<file path="src/rtl/aes_pkg.sv">
// Shared AES MixColumns definitions: FSM states, GF(2^8) constants and helpers.
// Used by mix_word_dual and mix_columns_seq.
package aes_pkg;

  localparam int COL_W    = 32;
  localparam int NUM_COLS = 4;
  localparam int STATE_W  = NUM_COLS * COL_W;

  // Low byte of the AES field polynomial x^8 + x^4 + x^3 + x + 1 (0x11B).
  localparam logic [7:0] RED_POLY = 8'h1B;

  // First row of each circulant matrix; row r is this row rotated right by r.
  localparam logic [7:0] FWD_COEF [NUM_COLS] = '{8'h02, 8'h03, 8'h01, 8'h01};
  localparam logic [7:0] INV_COEF [NUM_COLS] = '{8'h0E, 8'h0B, 8'h0D, 8'h09};

  typedef enum logic [1:0] {
    ST_IDLE,
    ST_BUSY,
    ST_DONE
  } state_e;

  function automatic logic [7:0] xtime(input logic [7:0] b);
    return {b[6:0], 1'b0} ^ (b[7] ? RED_POLY : 8'h00);
  endfunction

  // Shift-and-add multiply; the coefficient is a constant at every call site,
  // so synthesis keeps only the xtime stages and XORs it actually needs.
  function automatic logic [7:0] gf_mul(input logic [7:0] a, input logic [7:0] b);
    logic [7:0] acc;
    logic [7:0] sh;
    acc = '0;
    sh  = a;
    for (int i = 0; i < 8; i++) begin
      if (b[i]) acc ^= sh;
      sh = xtime(sh);
    end
    return acc;
  endfunction

endpackage

</file>
<file path="src/rtl/mix_word_dual.sv">
// One-column MixColumns / InvMixColumns. Define MIX_INV_EN to build the inverse
// datapath; without it the mode input is ignored and only the forward path exists.
module mix_word_dual
  import aes_pkg::*;
(
  input  logic [COL_W-1:0] col_in,
  input  logic             mode,
  output logic [COL_W-1:0] col_out
);

  logic [COL_W-1:0] fwd_out;

  // NOTE: every combinational output gets a default before the loops so no
  // path leaves it unassigned and no latch is inferred.
  always_comb begin
    fwd_out = '0;
    for (int r = 0; r < NUM_COLS; r++) begin
      for (int k = 0; k < NUM_COLS; k++) begin
        fwd_out[8*r +: 8] ^= gf_mul(col_in[8*k +: 8], FWD_COEF[2'(k - r)]);
      end
    end
  end

`ifdef MIX_INV_EN
  logic [COL_W-1:0] inv_out;

  always_comb begin
    inv_out = '0;
    for (int r = 0; r < NUM_COLS; r++) begin
      for (int k = 0; k < NUM_COLS; k++) begin
        inv_out[8*r +: 8] ^= gf_mul(col_in[8*k +: 8], INV_COEF[2'(k - r)]);
      end
    end
  end

  assign col_out = mode ? inv_out : fwd_out;
`else
  logic unused_mode;
  assign unused_mode = mode;
  assign col_out     = fwd_out;
`endif

endmodule

</file>
<file path="src/rtl/mix_columns_seq.sv">
// Iterative AES MixColumns over a 128-bit state, COLS_PER_CYCLE columns per cycle,
// with IDLE/BUSY/DONE handshake FSM. Define MIX_INV_EN to honour in_inv.
module mix_columns_seq
  import aes_pkg::*;
#(
  parameter int COLS_PER_CYCLE = 1
) (
  input  logic               clk,
  input  logic               rst_n,
  input  logic               in_valid,
  output logic               in_ready,
  input  logic [STATE_W-1:0] in_data,
  input  logic               in_inv,
  output logic               out_valid,
  input  logic               out_ready,
  output logic [STATE_W-1:0] out_data
);

  localparam logic [1:0] COL_STEP = 2'(COLS_PER_CYCLE);
  localparam logic [1:0] LAST_IDX = 2'(NUM_COLS - COLS_PER_CYCLE);

  state_e             state_q, state_d;
  logic [1:0]         col_idx_q, col_idx_d;
  logic [STATE_W-1:0] data_q, data_d;
  logic               inv_q, inv_d;
  logic               in_inv_eff;

  logic [COL_W-1:0]   cols_q   [NUM_COLS];
  logic [COL_W-1:0]   cols_upd [NUM_COLS];
  logic [STATE_W-1:0] data_upd;
  logic [1:0]         col_sel  [COLS_PER_CYCLE];
  logic [COL_W-1:0]   col_in   [COLS_PER_CYCLE];
  logic [COL_W-1:0]   col_out  [COLS_PER_CYCLE];

`ifdef MIX_INV_EN
  assign in_inv_eff = in_inv;
`else
  logic unused_in_inv;
  assign unused_in_inv = in_inv;
  assign in_inv_eff    = 1'b0;
`endif

  always_comb begin
    for (int i = 0; i < NUM_COLS; i++) cols_q[i] = data_q[i*COL_W +: COL_W];
  end

  // Columns col_idx .. col_idx+COLS_PER_CYCLE-1 (mod 4) are rewritten in place.
  for (genvar j = 0; j < COLS_PER_CYCLE; j++) begin : g_col
    assign col_sel[j] = col_idx_q + 2'(j);
    assign col_in[j]  = cols_q[col_sel[j]];

    mix_word_dual u_mix (
      .col_in  (col_in[j]),
      .mode    (inv_q),
      .col_out (col_out[j])
    );
  end

  always_comb begin
    cols_upd = cols_q;
    for (int j = 0; j < COLS_PER_CYCLE; j++) cols_upd[col_sel[j]] = col_out[j];
    data_upd = '0;
    for (int i = 0; i < NUM_COLS; i++) data_upd[i*COL_W +: COL_W] = cols_upd[i];
  end

  always_comb begin
    state_d   = state_q;
    col_idx_d = col_idx_q;
    data_d    = data_q;
    inv_d     = inv_q;
    unique case (state_q)
      ST_IDLE: begin
        if (in_valid) begin
          data_d    = in_data;
          inv_d     = in_inv_eff;
          col_idx_d = '0;
          state_d   = ST_BUSY;
        end
      end
      ST_BUSY: begin
        data_d    = data_upd;
        col_idx_d = col_idx_q + COL_STEP;
        if (col_idx_q == LAST_IDX) state_d = ST_DONE;
      end
      ST_DONE: begin
        if (out_ready) state_d = ST_IDLE;
      end
      default: state_d = ST_IDLE;
    endcase
  end

  // NOTE: state uses non-blocking assignments only, so every flop samples the
  // pre-edge values; the data register is reset too because out_data must
  // read zero after reset and no in-flight result may survive it.
  always_ff @(posedge clk) begin
    if (!rst_n) begin
      state_q   <= ST_IDLE;
      col_idx_q <= '0;
      data_q    <= '0;
      inv_q     <= 1'b0;
    end else begin
      state_q   <= state_d;
      col_idx_q <= col_idx_d;
      data_q    <= data_d;
      inv_q     <= inv_d;
    end
  end

  assign in_ready  = (state_q == ST_IDLE);
  assign out_valid = (state_q == ST_DONE);
  assign out_data  = data_q;

endmodule

</file>
<file path="config.mk">
export PLATFORM = sky130hd
export DESIGN_NAME = mix_columns_seq
export DESIGN_NICKNAME = d
export VERILOG_FILES = /design/src/rtl/aes_pkg.sv /design/src/rtl/mix_word_dual.sv /design/src/rtl/mix_columns_seq.sv
export SDC_FILE = /design/constraint.sdc
export NUM_CORES = 1
export LEC_CHECK = 0
export CORE_ASPECT_RATIO = 1.2
export CORE_MARGIN = 2
export CORE_UTILIZATION = 51
export DETAILED_ROUTE_END_ITERATION = 8
export GPL_TIMING_DRIVEN = 0
export PLACE_DENSITY = 0.94
export SLEW_MARGIN = 20
export SYNTH_ARGS = -nofsm -noshare
export SYNTH_HDL_FRONTEND = slang
export SYNTH_HIERARCHICAL = 1
export SYNTH_SLANG_ARGS = --single-unit
</file>
<file path="constraint.sdc">
create_clock -name clk -period 4.46 [get_ports clk]
set_input_delay 1.338 -clock clk [delete_from_list [all_inputs] [get_ports clk]]
set_output_delay 1.338 -clock clk [all_outputs]
set_load 0.005 [all_outputs]
</file>
* Yosys cells after proc, flatten, opt, wreduce, memory -nomap -nowiden
Index checks and enable logic that the tools add are counted.
** Word-level totals
- Bits in registers :: 132
- Latch bits :: 0
- RAM bits :: 0
- Memory bits (read-only) :: 0
- Input bits :: 133
- Output and inout bits :: 130
- Word-level logic and storage cells :: 48
- Memories kept :: 0
** Cells by class
- Add/subtract/negate cells :: 1
- Multiply operators :: 0
- Div/mod/pow operators :: 0
- Magnitude comparators :: 2
- Equal/unequal tests :: 6
- Shift operators :: 0
- Mux-type cells :: 18
- Bitwise operators :: 13
- Reduce and logical (&&, ||, !) cells :: 5
** Operators with widths (number)
- $pmux W128 S2 :: 1
- $bwmux W128 :: 1
- $mux W128 :: 1
- $mux W32 :: 3
- $xor A8 B8 Y8 :: 11
- $bmux W32 S2 :: 1
- $demux W32 S2 :: 1
- $mux W5 :: 4
- $mux W2 :: 4
- $xor A8 B5 Y8 :: 1
- $pmux W2 S3 :: 1
- $eq A2 B2 Y1 const B :: 2
- $ne A2 B2 Y1 const B :: 2
- $pmux W2 S2 :: 1
- $ge A3 B3 Y1 const B :: 1
- $lt A3 B1 Y1 const B :: 1
- $not A2 Y3 :: 1
- $reduce_and A3 Y1 :: 1
- $add A2 B1 Y2 const B :: 1
- $eq A2 B1 Y1 const B :: 1
- $logic_not A2 Y1 :: 1
- $ne A2 B1 Y1 const B :: 1
- $reduce_and A2 Y1 :: 1
- $reduce_bool A2 Y1 :: 1
- $logic_and A1 B1 Y1 :: 1

* Logic depth before layout (Yosys ltp)
- Depth in word-level cells :: 10
- Depth in mapped cells :: 9
- Gate-level depth less buffers :: 6

* By module
The synthesis kept the hierarchy.
** By module, submodules not included
- mix_columns_seq :: times used 1, cells each 674, area each 7394.6 um^2, sequential area each 2642.5 um^2
- mix_word_dual :: times used 1, cells each 72, area each 763.2 um^2, sequential area each 0.0 um^2

* Least setup slack after synthesis
OpenSTA, ideal clock, no wires.
- Path type :: register -> register
- Start point :: register col_idx_q[0]
- End point :: register data_q[121], in the netlist out_data[121]
- Setup time :: 0.117 ns
- Data arrival time :: 2.444 ns
- Data required time :: 4.343 ns
- Path slack :: 1.899 ns
- Stages on the path, launching flop included :: 10
- Path buffers :: 3
- Clock period less this slack :: 2.561 ns
- Cell sequence :: dfxtp_1 > buf_4 > buf_2 > mux4_2 > buf_2 > xnor2_2 > xnor3_1 > and4b_1 > a21oi_1 > o2bb2ai_2
** RTL lines
- from (decl) :: line mix_columns_seq.sv:23 : logic [1:0] col_idx_q, col_idx_d;
- from (signal assigned) :: line mix_columns_seq.sv:103 : col_idx_q <= col_idx_d;
- to (signal assigned) :: line mix_columns_seq.sv:104 : data_q <= data_d;
- to (decl) :: line mix_columns_seq.sv:24 : logic [STATE_W-1:0] data_q, data_d;

* Worst setup path after layout
- Start point :: register state_q[1]
- End point :: output port out_valid
** Between the ends
- Longest elaborated chain between the ends :: 1
** RTL lines
- from (decl) :: line mix_columns_seq.sv:22 : state_e state_q, state_d;
- from (signal assigned) :: line mix_columns_seq.sv:102 : state_q <= state_d;
- $eq A2 B2 Y1 :: line mix_columns_seq.sv:110 : assign out_valid = (state_q == ST_DONE);
- to (decl) :: line mix_columns_seq.sv:14 : output logic out_valid,
Every way passes these cells.

==> flow_summary.yaml <==
pwr:
  max-vdd-ir-drop_mv: 0.2364
  power.density_mw_per_mm2: 343.0
  switching_pwr_mw: 1.252
  share_seq_of_total_power_pct: 34.0
  internal_power_mw: 2.727
  comb_power_share_pct: 31.0
  power.leakage_nw: 4.400
  clkPwrFrac_pct: 35.0
  swShare_pct: 31.47
worst_setup_path:
  arrival_ns: 1.96
  path_class: "flip-flop to primary output"
  cp_max_fo: 8
  r2r-end: "out_data[92]"
  setup.worst_path.start: "state_q[1]"
  crit_path_end_kind: "primary output"
  worst_setup_path_start_kind: "flip-flop"
  reg2reg_setup_slack_ns: 1.20
  reg2regPathDepth: 9
  crit_end: "out_valid"
  rr_startpoint: "col_idx_q[1]"
  critical_path_required_time_ns: 3.12
status:
  outcome: "completed"
grt:
  grtUsageTotal_pct: 37.83
  global_route_wire_length_before_repair_um: 48780
  first_global_vias: 8612
  maximum_number_of_pins_on_one_net_before_global_route_repair: 17
  antenna_violations_before_repair: 0
  grt_overflow_total: 0
die:
  top_level_ports: 263
  die_area_mm2: 0.01702
  die_w_um: 119.4
  die_h_um: 142.5
  initial_standard_cell_utilization_of_the_core_pct: 52.14
  placementRows: 50
  core-area_mm2: 0.01564
sta:
  final.setup.tns_ns: 0
  clock.fmax_mhz: 303.5
  finalCriticalPeriod_ns: 3.295
  post-route-worst-setup-slack_ns: 1.165
  whs_ns: 0.4839
  finalClockSkew_ns: 0.007932
  finalCritPeriodShare_pct: 73.88
  relSlewSlack_pct: 50.85
  grt_setup_unrepaired: "no"
  setup_viol_count_final: 0
  slew_viol_final: 0
  hold_viol: 0
  tightest_pin_transition_ns: 0.7373
synthesis:
  average_instance_area_after_synthesis_um2: 10.95
  syn_area_mm2: 0.008154
  synth-warning-count: 6
  post_synth_inst_count: 745
  mappedNetlistNets: 882
finish:
  final_cell_area_mm2: 0.01160
  multi_input_comb_area_mm2: 0.004955
  layout.filler_cells: 1085
  antenna_cells: 0
  layout.nets: 1162
  layout-drive-gt1-share_pct: 15.25
  sequential_cell_area_mm2: 0.002643
  area_delta_synth_final_pct: 42.29
clock_network:
  clock_insertion_delay_worst_skew_ns: 0.44
  clock_sink_count: 132
  tritoncts: "built"
  ctsRootBufferMaster: "clkbuf_16"
  cts_max_path_buffers: 2
  cells_resized_by_post_cts_repair: 0
  total_clock_buffers_created_by_cts: 17
  clkSlewWorstSetupHoldPaths_ns: 0.06
  clock_tree.htree_level_count: 4
  post-cts-setup-buffers: 0
  hold_buffers: 0
placed_design:
  buffer_ports.inserted: 261
  globalplace.congestion: 0.9333
  pre_cts_ws_ns: 1.363
  dpl.hpwl_um: 24010
  detailed_place.area_mm2: 0.01103
route:
  first_pass_iters: 5
  num_vias: 8432
  route.detailed.wl_per_inst_um: 26.21
  drcViolationCount: 0
  ant_nets: 0
  drt_first_iter_violations: 957
  routed_wirelength_um: 32610
  viasPerCell: 6.778
run:
  number_of_max_cap_violations: 0
hold_path:
  worst_hold_path_type: "flip-flop to flip-flop"
## layer usage
layer  GRT usage [%]  share of wire (%)
met2           63.61                 49
met4           23.96                5.6
met5               0                  0
met3           8.293                 11
met1           43.77                 35
## final cells by class
class                   count  area share [%]
plain buffers              93           4.669
clock buffers              21           4.055
clock inverters             9          0.9059
inverters                   4          0.1294
multi-input cells         516           42.70
flip-flops and latches    132           22.78
well taps                 208           2.243
repair buffers            261           22.52
## state kept, by name, summed over array words and instances (netlist names)
register   flops
col_idx_q      2
out_data     128
state_q        2
## how the worst min path moves through the flow
stage                      start            to  slack (ns)  cells after the start
detailed placement  out_data[67]  out_data[67]        0.47                      1
global placement    out_data[67]  out_data[67]        0.46                      1
floorplan           out_data[66]  out_data[66]        0.47                      1
global route        out_data[74]  out_data[74]        0.49                      1
finish              out_data[67]  out_data[67]        0.48                      1
CTS                 out_data[67]  out_data[67]        0.49                      1
## critical path, cell delays in order (launching register included)
cell             delay [ns]
dfxtp_1                0.30
buf_2                  0.21
inv_1                  0.28
nor2_1                 0.20
clkdlybuf4s50_1        0.52
## placed cells by master, fill, tap and decap left out, types with 6 or more instances in the layout
master / count
a21oi_1: 128
and4b_1: 128
buf_2: 37
buf_4: 7
buf_6: 16
clkbuf_1: 33
clkbuf_16: 17
clkdlybuf4s50_1: 261
dfxtp_1: 132
mux4_2: 32
nand2_1: 6
o2bb2ai_1: 103
o2bb2ai_2: 25
xnor2_1: 44
xnor3_1: 8
xor2_1: 12
## per-stage QoR
| step | power [mW] | instances | util, % |
|---|---|---|---|
| 6_report | 3.980 | 1244 | 74.18 |
| 5_1_grt | 4.064 | 1244 | 74.18 |
| 4_1_cts | 3.934 | 1244 | 74.18 |
| 3_5_place_dp | 2.554 | 1214 | 70.50 |
| 3_3_place_gp | 2.521 | 1214 | 70.50 |
| 2_1_floorplan | 2.015 | 745 | - |
## power groups by stage
stage / Sequential, mW / Clock, mW / Combinational (mW)
finish: 1.35 / 1.39 / 1.23
global route: 1.36 / 1.43 / 1.28
CTS: 1.35 / 1.39 / 1.20
detailed placement: 1.37 / 0 / 1.18
global placement: 1.37 / 0 / 1.15
floorplan: 1.36 / 0 / 0.660
Power figures use the tool's default switching activity.
